[src/rtl/hs_angle_fetcher.sv]
// Fetches angles from the host angle source and issues them one at a time to the projection engine.
// Optional HS_ANGLE_FETCHER_PREFETCH_EN: prefetch the next angle into a shadow register while the engine runs.
`ifndef kAngleLength
`define kAngleLength 16
`endif

module hs_angle_fetcher #(
  parameter int unsigned angle_width = `kAngleLength,
  parameter int unsigned count_width = 16
) (
  input  logic                   clk,
  input  logic                   reset,
  input  logic                   fa_start,
  input  logic [angle_width-1:0] hs_angle,
  input  logic                   hs_has_next_angle,
  input  logic                   hs_next_angle_ack,
  output logic                   hs_next_angle,
  output logic [angle_width-1:0] pe_angle,
  output logic                   pe_start,
  input  logic                   pe_done,
  output logic                   fa_busy,
  output logic                   fa_finished,
  output logic [count_width-1:0] fa_angle_count
);

  typedef enum logic [2:0] {
    S_IDLE,
    S_LOAD,
    S_ISSUE,
    S_WAIT_DONE,
    S_ADVANCE,
    S_FINISHED
  } state_t;

  state_t state, next_state;
  logic   sweep_start;

`ifdef HS_ANGLE_FETCHER_PREFETCH_EN
  logic [angle_width-1:0] shadow;
  logic                   shadow_valid;
  logic                   pf_pending;
  logic                   pf_last;
  logic                   pf_req;
`endif

  assign sweep_start = fa_start && ((state == S_IDLE) || (state == S_FINISHED));

  // Next-state and host request
  always_comb begin
    next_state    = state;
    hs_next_angle = 1'b0;
`ifdef HS_ANGLE_FETCHER_PREFETCH_EN
    pf_req        = 1'b0;
`endif
    case (state)
      S_IDLE, S_FINISHED: if (fa_start) next_state = S_LOAD;
      S_LOAD:             next_state = S_ISSUE;
      S_ISSUE:            next_state = S_WAIT_DONE;
      S_WAIT_DONE: begin
`ifdef HS_ANGLE_FETCHER_PREFETCH_EN
        pf_req        = !shadow_valid && !pf_pending && !pf_last && hs_has_next_angle;
        hs_next_angle = pf_req;
        if (pe_done) begin
          // An accepted prefetch (now or earlier) goes straight to LOAD, never requesting twice
          if (shadow_valid || pf_pending || (pf_req && hs_next_angle_ack)) next_state = S_LOAD;
          else if (pf_last || !hs_has_next_angle)                           next_state = S_FINISHED;
          else                                                              next_state = S_ADVANCE;
        end
`else
        if (pe_done) next_state = S_ADVANCE;
`endif
      end
      S_ADVANCE: begin
        if (hs_has_next_angle) begin
          hs_next_angle = 1'b1;
          if (hs_next_angle_ack) next_state = S_LOAD;
        end else begin
          next_state = S_FINISHED;
        end
      end
      default: next_state = S_IDLE;
    endcase
    if (reset) hs_next_angle = 1'b0;
  end

  // State, engine interface and status registers
  always_ff @(posedge clk) begin
    if (reset) begin
      state          <= S_IDLE;
      pe_angle       <= '0;
      pe_start       <= 1'b0;
      fa_busy        <= 1'b0;
      fa_finished    <= 1'b0;
      fa_angle_count <= '0;
`ifdef HS_ANGLE_FETCHER_PREFETCH_EN
      shadow         <= '0;
      shadow_valid   <= 1'b0;
      pf_pending     <= 1'b0;
      pf_last        <= 1'b0;
`endif
    end else begin
      state    <= next_state;
      pe_start <= (next_state == S_ISSUE);
      fa_busy  <= (next_state != S_IDLE) && (next_state != S_FINISHED);
      if (sweep_start) begin
        fa_angle_count <= '0;
        fa_finished    <= 1'b0;
      end
      if ((next_state == S_FINISHED) && (state != S_FINISHED)) fa_finished <= 1'b1;
      if ((next_state == S_ISSUE) && (fa_angle_count != '1))
        fa_angle_count <= fa_angle_count + count_width'(1);
`ifdef HS_ANGLE_FETCHER_PREFETCH_EN
      if (state == S_LOAD) pe_angle <= shadow_valid ? shadow : hs_angle;
      if (pf_req && hs_next_angle_ack) pf_pending <= 1'b1;
      // The acked angle becomes visible on hs_angle one cycle after the ack
      if (pf_pending) begin
        shadow       <= hs_angle;
        shadow_valid <= 1'b1;
        pf_pending   <= 1'b0;
      end
      if ((state == S_WAIT_DONE) && !shadow_valid && !pf_pending && !hs_has_next_angle)
        pf_last <= 1'b1;
      if ((state == S_LOAD) || sweep_start) begin
        shadow_valid <= 1'b0;
        pf_pending   <= 1'b0;
        pf_last      <= 1'b0;
      end
`else
      if (state == S_LOAD) pe_angle <= hs_angle;
`endif
    end
  end

endmodule
[config.mk]
export PLATFORM = sky130hd
export DESIGN_NAME = hs_angle_fetcher
export DESIGN_NICKNAME = d
export VERILOG_FILES = /design/src/rtl/hs_angle_fetcher.sv
export SDC_FILE = /design/constraint.sdc
export NUM_CORES = 1
export LEC_CHECK = 0
export BUFFER_PORTS_ARGS = -buffer_cell sky130_fd_sc_hd__clkbuf_2
export CORE_MARGIN = 2
export CORE_UTILIZATION = 40
export CTS_CLUSTER_DIAMETER = 100
export DETAILED_ROUTE_END_ITERATION = 6
export GPL_ROUTABILITY_DRIVEN = 0
export PLACE_DENSITY = 0.65
export SLEW_MARGIN = 25
export SYNTH_ARGS = -nofsm -noshare
export SYNTH_HDL_FRONTEND = slang
export SYNTH_SLANG_ARGS = --single-unit
[constraint.sdc]
create_clock -name clk -period 2.45 [get_ports clk]
set_input_delay 0.245 -clock clk [delete_from_list [all_inputs] [get_ports clk]]
set_output_delay 0.245 -clock clk [all_outputs]
set_load 0.1 [all_outputs]
==> results.md <==
- Status: complete, no violations
- Delay-heaviest family, CP: flip-flops
- Die height: 70.84 um
- First-pass GRT wire length: between 6 and 7 mm
- H-tree Lvls: 2
- DRT met1 WL: between 1.5 and 2 mm
- Period minus WS final: between 1.5 and 2 ns
- CTS tree: yes
- CTS root buf: clkbuf_8
- Layout cells sized above 1: between 30% and 40%
- Max VDD drop: 0.0002901 V
- Synth Register Bits: 38
- Critical path type: reg -> out
- All-Layer GR Usage: around 17%
- Post-synth top flop: dfxtp_1
- # placed instances: around 310
- CP Cell Sequence: nand2b_1, nor4b_4, clkbuf_2
- EDFF count, synth: 0
- Worst Hold Class: in -> reg
- Ys async rst share: 0%
- Antenna-violating nets left: 0
- Power per cell area: roughly 700 mW/mm^2
- 1st-iter DRT viols: around 120
- Synth warn: 0
- Max layer used: met4
- Initial Util: 41.32%
- Crit end category: primary output
- DRC violations left: 0
- CTS buffer count: 5
- Max-Cap Viols: 0
- Largest net degree at the start of global routing: 20
- RSZ-0062 raised after global routing: no
- Core area: around 0.0043 mm^2
- Synth area leader: dfxtp_1
- Synth Area per Inst: 8.631 um^2
- Setup_tns: 0 ns
- Crit-path max FO: 8
- Static Leakage: ~0.96 nW
- Netlist cell types: 51
- Via density: approximately 5.4
- Fill count: ~430
- Worst-Margin Slew: 0.5504 ns
- CP bufs+invs: 1
- Post-Layout Cell Count: between 300 and 400
- Critical Path Slowest Stage Cell: dfxtp_1
- Top cell type's share of synthesized area: 42.58%
- Worst Path Required: roughly 2.2 ns
- Clk sink count: 38
- Top post-synthesis cells by area: dfxtp_1 43%, nand2_1 8.2%, a21oi_1 6.4%, nor3_1 2.5%, a211o_1 2.0%
- P&R area growth vs syn: 25.35%
- Vias in the first global route: about 1.5k
- Buffer count from post-CTS setup fixing: 0
- Die Width: between 70 and 80 um
- HPWL Detailed: 2.976 mm
- Cell count after synthesis: 207
- Max Buffers Root-to-Sink: 2
- CTS resizes: 0
- Number of diodes: 0
- Met3 routed WL: roughly 290 um
- Vias: 1705
- Hold-fix buffers, CTS: 0
- Die area: 0.005018 mm^2
- Post-Syn Nets: 230
- CP Data Arrival Time: approximately 1.7 ns
- Met2 routed WL: around 1.9 mm
- Final hold violation count: 0
- Total congestion overflow: 0
- Clk_lat worst skew: ~0.29 ns
- Sequential cell area fraction in the yosys report: between 40% and 50%
- Worst slew margin: between 60% and 70%
- Initial antenna violation count: 0
- Clk slew on worst S/H paths: roughly 0.08 ns
- Nets: approximately 290
- Routed WL: roughly 4.2 mm
- Final Cycle Share: 80.67%
- PortBufs: 57
- Wire per inst: 13.17 um
- Peak Freq: between 500 and 600 MHz
- Fin. max-slew vios: 0
- Num rows: 24
- Crit start category: flop
- Largest stage delay, worst path: roughly 0.5 ns
- Drt pass-1 iters: 4
- Post-synthesis cell area: between 0.0015 and 0.002 mm^2
- Final setup vio count: 0
- Fin Clk Skew: 0.005573 ns
- Ports: 58
==> logic make-up after synthesis <==
family          share of synthesized area [%]
fa+ha+maj                              0.7002
buf+inv                                 3.501
flops                                   42.58
simple gates                            28.57
compound gates                          21.64
xor+xnor                                2.451
mux                                    0.5602
==> metal layers <==
| metal | global-route usage, % | up-vias |
|---|---|---|
| met5 | 0 | - |
| met4 | 6.918 | 0 |
| met3 | 4.986 | 6 |
| met2 | 26.79 | 47 |
| met1 | 21.89 | 782 |
| li1 | - | 870 |
==> layout by cell type, fill, tap and decap left out, drive strengths merged, types with 3 or more instances in the layout <==
master / synthesis / routed
o21a: 3 / 3
nor3b: 5 / 5
buf: 6 / 3
a221o: 3 / 3
nand4: 5 / 5
clkinv: 1 / 3
a21oi: 24 / 24
a211o: 5 / 5
a211oi: 3 / 3
dfxtp: 38 / 38
clkbuf: 4 / 62
a22o: 4 / 4
or3: 4 / 4
o21ai: 3 / 3
nor3: 9 / 9
inv: 3 / 3
o211ai: 3 / 3
nand2: 39 / 39
nand3: 7 / 7
xnor2: 3 / 3
nor2b: 4 / 4
nor4: 4 / 4
nor2: 5 / 5
==> sequential cells by signal (all words and copies together) (netlist names) <==
register        count
pe_angle           16
fa_busy             1
state               3
pe_start            1
fa_finished         1
fa_angle_count     16
==> cells in the mapped netlist (2+ instances only) <==
cell type  count
a31oi_1        2
clkbuf_1       3
a211o_1        4
dfxtp_1       38
and3_1         2
o211ai_1       3
buf_2          4
o21a_1         3
a211oi_1       3
a221o_1        3
nor2_1         5
o21ai_0        3
nor4_1         3
nand2b_1       2
nor2b_1        4
nand3_1        5
xnor2_1        3
a22o_1         4
or3_2          2
nor3_1         9
a21oi_1       23
inv_1          3
xor2_1         2
a21o_1         2
nand2_1       39
nand4_1        4
nor3b_1        4
or3_1          2
==> area by class of cell <==
cell class | count | area (um^2) | area share, %
Multi-Input combinational cell | 155 | 978.4 | 43.69
Sequential cell | 38 | 764.5 | 34.13
Timing Repair Buffer | 60 | 307.8 | 13.74
Clock buffer | 5 | 68.82 | 3.073
Tap cell | 52 | 65.06 | 2.905
Clock inverter | 3 | 40.04 | 1.788
Inverter | 4 | 15.01 | 0.6704
==> path summary, 6_finish.rpt <==
check | slack [ns] | end | start | cells past startpoint
min reg2reg | 0.45 | pe_angle[5]$_SDFFE_PP0P_ | pe_angle[5]$_SDFFE_PP0P_ | 2
max | 0.47 | hs_next_angle | state[2]$_SDFF_PP0_ | 3
max reg2reg | 0.48 | fa_angle_count[5]$_SDFFE_PP0P_ | fa_angle_count[0]$_SDFFE_PP0P_ | 5
min | 0.17 | pe_angle[3]$_SDFFE_PP0P_ | hs_angle[3] | 3
==> where the power goes <==
group / switching [W] / total (W) / internal [W]
Clock: 0.000225 / 0.000524 / 0.000300
Combinational: 0.000271 / 0.000344 / 0.0000730
Sequential: 0.0000251 / 0.000672 / 0.000647
==> per-stage QoR <==
step / total power [W] / hold slack [ns] / setup WS (ns) / area [um^2] / utilization [%]
floorplan: 0.0009674 / 0.3810 / 0.01255 / 1805 / -
global placement: 0.001031 / 0.4421 / 0.5224 / 2131 / 49.28
detailed placement: 0.001032 / 0.4462 / 0.4754 / 2131 / 49.28
CTS: 0.001560 / 0.1544 / 0.4513 / 2240 / 51.79
global route: 0.001602 / 0.1658 / 0.3457 / 2240 / 51.79
finish: 0.001540 / 0.1656 / 0.4736 / 2240 / 51.79
==> worst min-delay path, cell delays in order <==
cell and delay (ns):
clkbuf_2 0.08, nand2_1 0.04, a21oi_1 0.05
Note: power is estimated with default switching activity, not from simulation.
